### src/rtl/nn_pkg.sv
// Shared definitions for the classifier output selectors: default score
// geometry, selector state encoding and an index-width helper.
package nn_pkg;

  localparam int SCORE_W     = 26;
  localparam int NUM_CLASSES = 10;

  localparam logic ST_ACCUM = 1'b0;
  localparam logic ST_DONE  = 1'b1;

  typedef enum logic {
    S_ACCUM = ST_ACCUM,
    S_DONE  = ST_DONE
  } sel_state_e;

  // Index width never drops below one bit, even for a single class.
  function automatic int idx_width(input int n);
    return (n < 2) ? 1 : $clog2(n);
  endfunction

endpackage

### src/rtl/score_cmp_gt.sv
// Strict greater-than compare of two scores, two's-complement or unsigned
// depending on SIGNED_MODE. Purely combinational.
module score_cmp_gt #(
  parameter int WIDTH       = 26,
  parameter int SIGNED_MODE = 1
) (
  input  logic [WIDTH-1:0] a,
  input  logic [WIDTH-1:0] b,
  output logic             a_gt_b
);

  generate
    if (SIGNED_MODE != 0) begin : g_signed
      assign a_gt_b = $signed(a) > $signed(b);
    end else begin : g_unsigned
      assign a_gt_b = a > b;
    end
  endgenerate

endmodule

### src/rtl/argmax_stream_selector.sv
// Streaming argmax: one score per accepted beat, running max/index, one
// {idx, max, err} result per frame on a held valid/ready output.
//
//   state   | meaning
//   --------+-------------------------------------------------------------
//   S_ACCUM | accepting beats, tracking running best (in_ready=1)
//   S_DONE  | frame closed, result held until out_ready (out_valid=1)
module argmax_stream_selector
  import nn_pkg::*;
#(
  parameter int WIDTH       = nn_pkg::SCORE_W,
  parameter int NUM_CLASSES = nn_pkg::NUM_CLASSES,
  parameter int SIGNED_MODE = 1,
  localparam int IDX_W      = nn_pkg::idx_width(NUM_CLASSES)
) (
  input  logic             clk,
  input  logic             GlobalReset,
  input  logic             in_valid,
  output logic             in_ready,
  input  logic [WIDTH-1:0] in_data,
  input  logic             in_last,
  output logic             out_valid,
  input  logic             out_ready,
  output logic [IDX_W-1:0] out_idx,
  output logic [WIDTH-1:0] out_max,
  output logic             out_err
);

  localparam logic [IDX_W-1:0] LAST_IDX = IDX_W'(NUM_CLASSES - 1);

  sel_state_e       state_q, state_d;
  logic [IDX_W-1:0] count_q, count_d;
  logic [IDX_W-1:0] best_idx_q, best_idx_d;
  logic [WIDTH-1:0] best_q, best_d;
  logic [IDX_W-1:0] out_idx_q, out_idx_d;
  logic [WIDTH-1:0] out_max_q, out_max_d;
  logic             out_err_q, out_err_d;

  logic             in_gt_best;
  logic             beat_acc;
  logic             at_end;
  logic             take;
  logic [WIDTH-1:0] cand_max;
  logic [IDX_W-1:0] cand_idx;

  score_cmp_gt #(
    .WIDTH       (WIDTH),
    .SIGNED_MODE (SIGNED_MODE)
  ) u_cmp (
    .a      (in_data),
    .b      (best_q),
    .a_gt_b (in_gt_best)
  );

  assign beat_acc = in_valid && (state_q == S_ACCUM);
  assign at_end   = (count_q == LAST_IDX);
  // First beat of a frame seeds the best regardless of the stale best_q.
  assign take     = (count_q == '0) || in_gt_best;
  assign cand_max = take ? in_data : best_q;
  assign cand_idx = take ? count_q : best_idx_q;

  always_comb begin
    state_d    = state_q;
    count_d    = count_q;
    best_d     = best_q;
    best_idx_d = best_idx_q;
    out_idx_d  = out_idx_q;
    out_max_d  = out_max_q;
    out_err_d  = out_err_q;
    case (state_q)
      S_ACCUM: begin
        if (beat_acc) begin
          best_d     = cand_max;
          best_idx_d = cand_idx;
          if (in_last || at_end) begin
            state_d   = S_DONE;
            count_d   = '0;
            out_idx_d = cand_idx;
            out_max_d = cand_max;
            // Short frame or missing last: exactly one of the two is set.
            out_err_d = in_last ^ at_end;
          end else begin
            count_d = count_q + 1'b1;
          end
        end
      end
      S_DONE: begin
        if (out_ready) state_d = S_ACCUM;
      end
      default: state_d = S_ACCUM;
    endcase
  end

  always_ff @(posedge clk) begin
    if (GlobalReset) begin
      state_q    <= S_ACCUM;
      count_q    <= '0;
      best_q     <= '0;
      best_idx_q <= '0;
      out_idx_q  <= '0;
      out_max_q  <= '0;
      out_err_q  <= 1'b0;
    end else begin
      state_q    <= state_d;
      count_q    <= count_d;
      best_q     <= best_d;
      best_idx_q <= best_idx_d;
      out_idx_q  <= out_idx_d;
      out_max_q  <= out_max_d;
      out_err_q  <= out_err_d;
    end
  end

  assign in_ready  = (state_q == S_ACCUM);
  assign out_valid = (state_q == S_DONE);
  assign out_idx   = out_idx_q;
  assign out_max   = out_max_q;
  assign out_err   = out_err_q;

endmodule

### config.mk
export PLATFORM = sky130hd
export DESIGN_NAME = argmax_stream_selector
export DESIGN_NICKNAME = d
export VERILOG_FILES = /design/src/rtl/nn_pkg.sv /design/src/rtl/score_cmp_gt.sv /design/src/rtl/argmax_stream_selector.sv
export SDC_FILE = /design/constraint.sdc
export NUM_CORES = 1
export LEC_CHECK = 0
export ABC_AREA = 0
export BUFFER_PORTS_ARGS = -buffer_cell sky130_fd_sc_hd__buf_2
export CORE_MARGIN = 2
export CORE_UTILIZATION = 40
export DETAILED_ROUTE_END_ITERATION = 10
export GPL_ROUTABILITY_DRIVEN = 0
export GPL_TIMING_DRIVEN = 0
export PLACE_DENSITY_LB_ADDON = 0.2
export SLEW_MARGIN = 10
export SYNTH_ARGS = -nofsm -noshare
export SYNTH_HDL_FRONTEND = slang
export SYNTH_HIERARCHICAL = 1
export SYNTH_SLANG_ARGS = --single-unit
### constraint.sdc
create_clock -name clk -period 3.68 [get_ports clk]
set_clock_uncertainty 0.15 [all_clocks]
set_input_delay 0.184 -clock clk [delete_from_list [all_inputs] [get_ports clk]]
set_output_delay 0.184 -clock clk [all_outputs]
set_load 0.02 [all_outputs]
## After elaboration in Yosys (flattened, before gate mapping)

Cells that the tools add are included.

- Register bits after elaboration: 66
- Output and inout bits: 33

- Add/sub/neg operators: 1
- Magnitude comparators: 1
- Equal/unequal tests: 1
- Muxes and demuxes: 7
- Bitwise logic cells: 2
- Reductions and logical operators: 6

Operators by type and width:

| operator | number |
|---|---|
| 26-bit > comparator | 1 |
| 26-bit 2-to-1 mux | 1 |
| 4-bit 2-to-1 mux | 2 |
| 4-bit by 1-bit adder with 4-bit output, second input constant | 1 |
| 4-bit equality test, second input constant | 1 |
| 4-bit logical NOT | 1 |
| 1-bit 2-to-1 mux | 3 |
| 3-bit AND reduction | 1 |
| 1-bit logical OR | 2 |
| 1-bit case mux with 2 select lines | 1 |
| 2-bit AND reduction | 1 |
| 1-bit logical AND | 1 |
| 1-bit inverter | 1 |
| 1-bit bitwise XOR | 1 |

## Depth between registers and ports, before layout

Gate-level depths: netlist of run 1.

- Word-level depth: 5
- Gate-level depth with buffers: 11
- Mapped depth without buffers: 9

## Modules after synthesis

Netlist of run 1, hierarchy kept.

Modules (own cells, without submodules):

| module | times used | cells each | area each (sq um) | seq. area each (sq um) |
|---|---|---|---|---|
| argmax_stream_selector | 1 | 337 | 3180.6 | 1321.3 |
| score_cmp_gt | 1 | 96 | 669.4 | 0.0 |

## Worst setup path before layout of run 1

OpenSTA, ideal clock, no wires.

- Path kind: reg2reg
- Start point: reg best_q[1]
- End point: reg out_idx_q[0], in the netlist out_idx[0]
- Library setup time: 138 ps
- Arrival time: 2287 ps
- Data required time: 3392 ps
- Slack: 1106 ps
- Cell stages (with the launch flop): 11
- Path buffers: 1
- Cell sequence: dfxtp_1 > inv_1 > ha_1 > or2b_2 > a211oi_1 > a2111oi_1 > o211ai_1 > mux2i_1 > or2_2 > clkbuf_1 > o221ai_1

- Longest elaborated chain between the ends: 3

Ends and longest elaborated chain:

| element | line | RTL |
|---|---|---|
| start: declaration | argmax_stream_selector.sv:34 | `logic [WIDTH-1:0] best_q, best_d;` |
| start signal: assignment | argmax_stream_selector.sv:106 | `best_q <= best_d;` |
| 26-bit > comparator | score_cmp_gt.sv:14 | `assign a_gt_b = $signed(a) > $signed(b);` |
| via in_gt_best | argmax_stream_selector.sv:39 | `logic in_gt_best;` |
| 1-bit logical OR | argmax_stream_selector.sv:58 | `assign take = (count_q == '0) \|\| in_gt_best;` |
| 4-bit 2-to-1 mux | argmax_stream_selector.sv:60 | `assign cand_idx = take ? count_q : best_idx_q;` |
| end signal: assignment | argmax_stream_selector.sv:108 | `out_idx_q <= out_idx_d;` |
| end: declaration | argmax_stream_selector.sv:35 | `logic [IDX_W-1:0] out_idx_q, out_idx_d;` |

The timed path passes the listed nets, and every way through them passes these cells.
A chain may end at the register's enable or synchronous reset.

## Worst setup path in the final report of run 1

- Start point: in in_data[3]
- End point: reg out_max_q[24], in the netlist out_max[24]

- Longest elaborated chain between the ends: 3

Ends and longest elaborated chain:

| element | line | RTL |
|---|---|---|
| start: declaration | argmax_stream_selector.sv:20 | `input logic [WIDTH-1:0] in_data,` |
| 26-bit > comparator | score_cmp_gt.sv:14 |  |
| via in_gt_best | argmax_stream_selector.sv:39 |  |
| 1-bit logical OR | argmax_stream_selector.sv:58 |  |
| 26-bit 2-to-1 mux | argmax_stream_selector.sv:59 | `assign cand_max = take ? in_data : best_q;` |
| end signal: assignment | argmax_stream_selector.sv:109 | `out_max_q <= out_max_d;` |
| end: declaration | argmax_stream_selector.sv:36 | `logic [WIDTH-1:0] out_max_q, out_max_d;` |

The timed path passes the listed nets, and every way through them passes these cells.

==> impl_metrics.tcl, run 1 <==
set metrics [dict create \
    status "finished, final reports clean" \
    synthCells 433 \
    die-area_sq_um 10400 \
    wirelength_mm 9.75 \
    final_nets 594 \
    initial_core_util_pct 41.5 \
    crit_chain "dlygate4sd3_1 > buf_2 > ha_1 > a21oi_1 > o21ai_0 > a2111oi_1 > o211ai_1 > mux2i_1 > or2_2 > clkbuf_1 > o221ai_1" \
    yosysTopAreaCell "dfxtp_1" \
    drc_errors 0 \
    final.setup.tns_ns 0 \
    io_buffers 62 \
    synthTopCellsByArea "dfxtp_1, nand2b_1, ha_1" \
    cts-htree-levels 3 \
    worstSetupStartpointType "input pin" \
    cts_tree "done" \
    drv_slew 0 \
    wl_per_cell_microns 14.6 \
    antenna_found_initial 0 \
    layout_commonest_cell "buf_2" \
    seq_area_frac_synth_pct 34.3 \
    core_area_sq_um 9280 \
    worstPathArrival_ns 3.35 \
    synth_ff_type "dfxtp_1" \
    critPathTopFamily "buffers and inverters" \
    slowest_delay_ns 0.53 \
    critPathKind "input pin to flop" \
    clk_path_buf_depth 2 \
    ys_warn_count 6 \
    max-vdd-ir-drop_mv 0.154 \
    ys_types 37 \
    clk-insertion-delay-late_ns 0.34 \
    layout_min_cycle_time_ns 3.30 \
    yosysTopAreaCellShare_pct 34.3 \
    dp.final_hpwl_mm 6.89 \
    clock_sinks 66 \
    grt_max_degree 11 \
    avgSynthCellArea_sq_um 8.89 \
    p_leak_nw 1.96 \
    postRouteAntennaNets 0 \
    clk_pin_slew_ns 0.08 \
    tightestPinTransition_ns 0.650 \
    netlist_area_sq_um 3850 \
    via_per_inst 5.02 \
    crit_required_ns 3.72 \
    numCtsBuffers 9 \
    maxSlewHeadroom_pct 56.7 \
    grt_pass1_wl_mm 15.8 \
    num_vias 3340 \
    grt_overflow 0 \
    max_freq_ghz 0.303 \
    drive_above_1_share_pct 19.2 \
    synthArstFlopShare_pct 0 \
    synth_nets 494 \
    root_buffer "clkbuf_8" \
    hp-class "input pin to flop" \
    die_h_microns 102 \
    cap_violations 0 \
    final_util_pct 51.7 \
    area_growth_syn_to_layout_pct 24.6 \
    power_mw 1.86 \
    final_cell_mix "buf_2, dfxtp_1, inv_1" \
    cp_max_fo 10 \
    grt_pass1_vias 3243 \
    period_share_pct 89.8 \
    finalSetupViolCount 0 \
    synth-seq-cells 66 \
    firstDrtPassIters 4 \
    slowest_stage "dlygate4sd3_1" \
    rsz0062_at_grt "no" \
    die_x_microns 102 \
    diodes 0 \
    powerDensity_nw_per_um2 388 \
    cts_resized 0 \
    synth-edff-count 0 \
    critical_path_buf_inv_count 3 \
    rows 35 \
    drtIter0Drc 148 \
    hold_violations 0 \
    grtUsageTotal_pct 19.8 \
    cp-end-kind "flop" \
    io_pins 64 \
]
where the power goes:
part	switching, mW	internal (mW)
Sequential	0.0320	0.761
Clock	0.272	0.364
Combinational	0.250	0.185
Total	0.553	1.31
routing by layer:
| metal | part of all wire (%) | global-route usage [%] | vias up |
|---|---|---|---|
| met5 | 0 | 0 | - |
| met4 | 0.95 | 7.69 | 0 |
| met3 | 4.4 | 3.56 | 9 |
| met2 | 45 | 31.7 | 82 |
| met1 | 49 | 26.6 | 1563 |
| li1 | - | - | 1686 |
worst min-delay path, stage by stage:
cell and delay (ns):
buf_6 0.12, nand2b_1 0.11, mux2i_1 0.06
state kept, by name (all words and copies together) (netlist names):
signal and cells:
count_q 4, out_max 26, best_idx_q 4, best_q 26
out_valid 1, out_err 1, out_idx 4
worst paths after layout:
kind | slack, ns | from | end | depth (start not counted)
max | 0.38 | in_data[3] | out_max[24] | 11
min | 0.03 | GlobalReset | best_q[8] | 3
max reg2reg | 0.49 | best_q[3] | out_max[24] | 10
min reg2reg | 0.31 | out_err | out_err | 2
stage by stage:
step	area [sq um]	setup WS (ns)	hold WS (ns)	cells
finish	4800	0.377	0.0262	666
global route	4800	0.177	0.0338	666
CTS	4800	0.399	0.0124	666
detailed placement	4320	0.546	0.298	624
global placement	4320	0.582	0.294	624
floorplan	3850	1.11	0.189	433
cells in the mapped netlist (2+ instances only):
library cell,count
a21oi_1,10
buf_12,3
buf_2,8
buf_4,3
buf_6,6
clkbuf_1,10
dfxtp_1,66
ha_1,30
inv_1,64
mux2i_1,32
nand2_1,39
nand2b_1,61
nand3_1,4
nand3b_1,2
nand4_1,5
nor2_1,6
nor3_1,2
o211ai_1,29
o21ai_0,6
o221ai_1,30
timing repair:
| action | 4_1_cts | 5_1_grt |
|---|---|---|
| hold buffers | 27 | 0 |
| buffers inserted | 0 | 0 |
| endpoints found under the hold margin | 52 | 0 |
area by class of cell:
class	instances	area [sq um]
tap	129	161
clock buffer	13	169
sequential	66	1320
clock inverter	2	35.0
buffer	30	228
multi-input combinational	273	2060
fill	903	4490
timing repair buffer	89	581
inverter	64	240
kinds of logic (layout without fill, tap and decap cells):
family                   after synthesis  count (layout)  share of synthesized area, %
multiplexers                          32              32                          8.32
buffers and inverters                 94             198                          12.2
AND/OR/NAND/NOR                      124             124                          17.8
adder cells (fa/ha/maj)               30              30                          9.75
XOR/XNOR                               2               2                         0.455
flip-flops                            66              66                          34.3
AO/OA/AOI/OAI                         85              85                          17.2
(Power assumes the default switching activity.)
==> run 2, diff against run 1 <==
--- a/config.mk
+++ b/config.mk
@@ -13,6 +13,7 @@
 export GPL_ROUTABILITY_DRIVEN = 0
 export GPL_TIMING_DRIVEN = 0
 export PLACE_DENSITY_LB_ADDON = 0.2
+export RECOVER_POWER = 100
 export SLEW_MARGIN = 10
 export SYNTH_ARGS = -nofsm -noshare
 export SYNTH_HDL_FRONTEND = slang
==> run 2 against run 1 <==
Compared with the run above: clock power hardly changed; non-clock buffer count stayed put; count of clock-buffer cells in the layout stayed put; highest routed layer unchanged; largest power group unchanged; the run now ends with capacitance limit, slew limit left; sequential share of layout area is 0.73 points higher; combinational power is 6.2% lower.
==> impl_metrics.tcl, run 2 (synthesis gave the netlist of run 1 again) <==
set metrics [dict create \
    layout.cells.non_filler 666 \
    critPathKind "input pin to flop" \
    layout_min_cycle_time_ns 3.36 \
    grt_overflow 0 \
    worstPathArrival_ns 3.40 \
    initial_core_util_pct 41.5 \
    dpl_cell_area_sq_um 4320 \
    powerDensity_nw_per_um2 393 \
    drive_above_1_share_pct 12.1 \
    cts_post_setup_buffers_inserted 0 \
    grtUsageTotal_pct 19.8 \
    die_h_microns 102 \
    final.setup.tns_ns 0 \
    critical_path_buf_inv_count 3 \
    final_util_pct 50.3 \
    cts_tree "done" \
    numCtsBuffers 9 \
    final_cell_mix "dfxtp_1, inv_1, nand2b_1" \
    p_leak_nw 1.79 \
    cts_resized 0 \
    crit_required_ns 3.72 \
    final_nets 594 \
    finalSetupViolCount 0 \
    final-seq-area_sq_um 1320 \
    slowest_delay_ns 0.53 \
    clock_sinks 66 \
    rows 35 \
    cp-end-kind "flop" \
    clk_pin_slew_ns 0.07 \
    multi_input_area_sq_um 2030 \
    pre_cts_slack_ns 0.546 \
    area_growth_syn_to_layout_pct 21.4 \
    cp_max_fo 10 \
    tightestPinTransition_ns 1.66 \
    cts-htree-levels 3 \
    power_mw 1.84 \
    grt_max_degree 11 \
    clk_path_buf_depth 2 \
    layout_commonest_cell "dfxtp_1" \
    hp-class "input pin to flop" \
    die_x_microns 102 \
    dpl.cell_count 624 \
    postRouteAntennaNets 0 \
    critPathTopFamily "compound AO/OA/AOI/OAI gates" \
    worstSetupStartpointType "input pin" \
    firstDrtPassIters 4 \
    slowest_stage "dlygate4sd3_1" \
    period_share_pct 91.2 \
    diodes 0 \
    grt_pass1_vias 3243 \
    max-vdd-ir-drop_mv 0.153 \
    wl_per_cell_microns 14.6 \
    hold_violations 0 \
    grt_pass1_wl_mm 15.8 \
    crit_chain "dlygate4sd3_1 > buf_2 > ha_1 > a21oi_1 > o21ai_0 > a2111oi_0 > o211ai_1 > mux2i_1 > or2_2 > clkbuf_1 > o221ai_1" \
    cts_hold_buf 27 \
    drv_slew 9 \
    antenna_found_initial 0 \
    io_buffers 62 \
    drc_errors 0 \
    clk-insertion-delay-late_ns 0.34 \
    cap_violations 1 \
    dp.final_hpwl_mm 6.89 \
    max_freq_ghz 0.298 \
    fillCellCount 931 \
    num_vias 3324 \
    wirelength_mm 9.72 \
    maxSlewHeadroom_pct -12.3 \
    violations "capacitance limit, slew limit" \
    design_area_sq_um 4670 \
    rsz0062_at_grt "no" \
    setup_slack_ns 0.324 \
    root_buffer "clkbuf_8" \
    die-area_sq_um 10400 \
    via_per_inst 4.99 \
    core_area_sq_um 9280 \
    io_pins 64 \
    drtIter0Drc 127 \
    whs_ns 0.0104 \
    status "finished, violations left" \
]
run 2: final cells by class:
class / instances / area share [%]
clock inverter: 2 / 0.750
clock buffer: 13 / 3.62
sequential: 66 / 28.3
multi-input combinational: 273 / 43.5
timing repair buffer: 89 / 11.5
buffer: 30 / 3.72
inverter: 64 / 5.14
tap: 129 / 3.45
run 2: tightest hold or removal path, delay by kind of cell:
kind                   cells  cell delay, ns
buffers and inverters      1            0.11
muxes                      1            0.06
and+or+nand+nor            1            0.11
run 2: final timing paths:
path	start	cells after the start	slack (ns)	endpoint
worst max-delay path	in_data[3]	11	0.32	out_max[24]
worst min-delay path	GlobalReset	3	0.01	best_q[8]
worst max register to register	best_q[3]	10	0.44	out_max[24]
worst min register to register	out_err	2	0.31	out_err
run 2: layer usage:
layer	track usage, %	up-vias	share of wire (%)
met1	26.6	1547	49
met2	31.7	86	46
li1	-	1683	-
met5	0	-	0
met4	7.69	0	0.83
met3	3.56	8	4.4
run 2: report_power, final:
part	total (mW)	switching, mW	internal, mW
registers	0.793	0.0326	0.761
clock network	0.635	0.271	0.364
logic	0.408	0.245	0.164
total	1.84	0.548	1.29
==> run 3, diff against run 2 <==
--- a/config.mk
+++ b/config.mk
@@ -12,6 +12,7 @@
 export DETAILED_ROUTE_END_ITERATION = 10
 export GPL_ROUTABILITY_DRIVEN = 0
 export GPL_TIMING_DRIVEN = 0
+export MAX_ROUTING_LAYER = met4
 export PLACE_DENSITY_LB_ADDON = 0.2
 export RECOVER_POWER = 100
 export SLEW_MARGIN = 10
==> run 3 against run 2 <==
Compared with the run above: the run still ends with capacitance limit, slew limit left; critical path depth unchanged; largest cell class unchanged; highest routed layer unchanged; register-to-register slack about the same; fmax down 0.20%; critical path type unchanged; clock power about the same; largest power group unchanged; count of clock-buffer cells in the layout unchanged.
==> impl_metrics.tcl, run 3 (synthesis gave the netlist of run 1 again) <==
set metrics [dict create \
    firstDrtPassIters 5 \
    rows 35 \
    clock_sinks 66 \
    hold_violations 0 \
    rsz0062_at_grt "no" \
    drtIter0Drc 142 \
    r2r_cells 10 \
    finalSetupViolCount 0 \
    whs_path_depth 3 \
    slowest_stage "dlygate4sd3_1" \
    p_leak_nw 1.79 \
    diodes 0 \
    drc_errors 0 \
    wirelength_mm 9.73 \
    critPathKind "input pin to flop" \
    postRouteAntennaNets 0 \
    drive_above_1_share_pct 12.1 \
    initial_core_util_pct 41.5 \
    root_buffer "clkbuf_8" \
    numCtsBuffers 9 \
    io_pins 64 \
    die-area_sq_um 10400 \
    cts_tree "done" \
    max_freq_ghz 0.297 \
    crit_chain "dlygate4sd3_1 > buf_2 > ha_1 > a21oi_1 > o21ai_0 > a2111oi_0 > o211ai_1 > mux2i_1 > or2_2 > clkbuf_1 > o221ai_1" \
    hp-class "input pin to flop" \
    wl_per_cell_microns 14.6 \
    worstSetupStartpointType "input pin" \
    status "finished, violations left" \
    layout_commonest_cell "dfxtp_1" \
    final_cell_mix "dfxtp_1, inv_1, nand2b_1" \
    grt_pass1_wl_mm 15.8 \
    maxSlewHeadroom_pct -13.2 \
    num_vias 3357 \
    violations "capacitance limit, slew limit" \
    slowest_delay_ns 0.53 \
    grt_pass1_vias 3251 \
    grt_overflow 0 \
    worstPathArrival_ns 3.41 \
    cp-end-kind "flop" \
    area_growth_syn_to_layout_pct 21.4 \
    via_per_inst 5.04 \
    cts_post_setup_buffers_inserted 0 \
    tightestPinTransition_ns 1.67 \
    grt_max_degree 11 \
    die_h_microns 102 \
    powerDensity_nw_per_um2 394 \
    pre_cts_slack_ns 0.546 \
    period_share_pct 91.4 \
    max-vdd-ir-drop_mv 0.153 \
    clk_pin_slew_ns 0.08 \
    crit_required_ns 3.73 \
    layout_min_cycle_time_ns 3.36 \
    cp_max_fo 10 \
    final_nets 594 \
    critPathTopFamily "compound AO/OA/AOI/OAI gates" \
    worst-path-stages 11 \
    critical_path_buf_inv_count 3 \
    final.setup.tns_ns 0 \
    setup_slack_ns 0.318 \
    die_x_microns 102 \
    grtUsageTotal_pct 20.4 \
    dp.final_hpwl_mm 6.89 \
    drv_slew 9 \
    io_buffers 62 \
    core_area_sq_um 9280 \
    cap_violations 1 \
    antenna_found_initial 0 \
    clk-insertion-delay-late_ns 0.35 \
    clk_path_buf_depth 2 \
    cts-htree-levels 3 \
    fillCellCount 931 \
]
-- run 3: cell counts in the layout (fill, tap and decap cells not counted) --
No cell type changed its count.
-- run 3: per-layer routing --
| metal | track usage, % | share of wire (%) |
|---|---|---|
| met5 | - | 0 |
| met3 | 3.28 | 3.8 |
| met2 | 31.7 | 45 |
| met1 | 26.8 | 50 |
| met4 | 7.69 | 1.6 |
-- run 3: cell type report --
| class | count | area [sq um] | share of cell area, % |
|---|---|---|---|
| multi-input combinational | 273 | 2030 | 43.5 |
| sequential | 66 | 1320 | 28.3 |
| timing repair buffer | 89 | 538 | 11.5 |
| inverter | 64 | 240 | 5.14 |
| buffer | 30 | 174 | 3.72 |
| clock buffer | 13 | 169 | 3.62 |
| tap | 129 | 161 | 3.45 |
| clock inverter | 2 | 35.0 | 0.750 |
-- run 3: through the flow --
step,util [%],hold slack [ns],total power [mW],area (sq um),instances
6_report,50.3,0.00478,1.84,4670,666
5_1_grt,50.3,0.0198,1.94,4670,666
4_1_cts,51.7,0.0124,1.88,4800,666
3_5_place_dp,46.5,0.298,1.22,4320,624
3_3_place_gp,46.5,0.294,1.21,4320,624
2_1_floorplan,-,0.189,1.09,3850,433
-- run 3: path summary, 6_finish.rpt --
path	endpoint	slack [ns]	startpoint
worst min register to register	out_err	0.31	out_err
worst max register to register	out_max[24]	0.43	best_q[3]
worst max-delay path	out_max[24]	0.32	in_data[3]
worst min-delay path	best_q[8]	0.005	GlobalReset
-- run 3: power breakdown --
| part | switching, mW | internal [mW] | total (mW) |
|---|---|---|---|
| Clock | 0.274 | 0.364 | 0.638 |
| Sequential | 0.0325 | 0.761 | 0.793 |
| Combinational | 0.245 | 0.164 | 0.409 |
| Total | 0.552 | 1.29 | 1.84 |
-- run 3: worst register-to-register path, cell delays in order (launching register included) --
cell and delay (ns):
dfxtp_1 0.36, inv_1 0.05, ha_1 0.29, a21oi_1 0.19, o21ai_0 0.10, a2111oi_0 0.53
o211ai_1 0.17, mux2i_1 0.35, or2_2 0.20, clkbuf_1 0.50, o221ai_1 0.21
-- run 3: timing repair --
| action | CTS | global route |
|---|---|---|
| endpoints found under the hold margin | 52 | 0 |
| hold buffers | 27 | 0 |
| resized for setup | 0 | 0 |
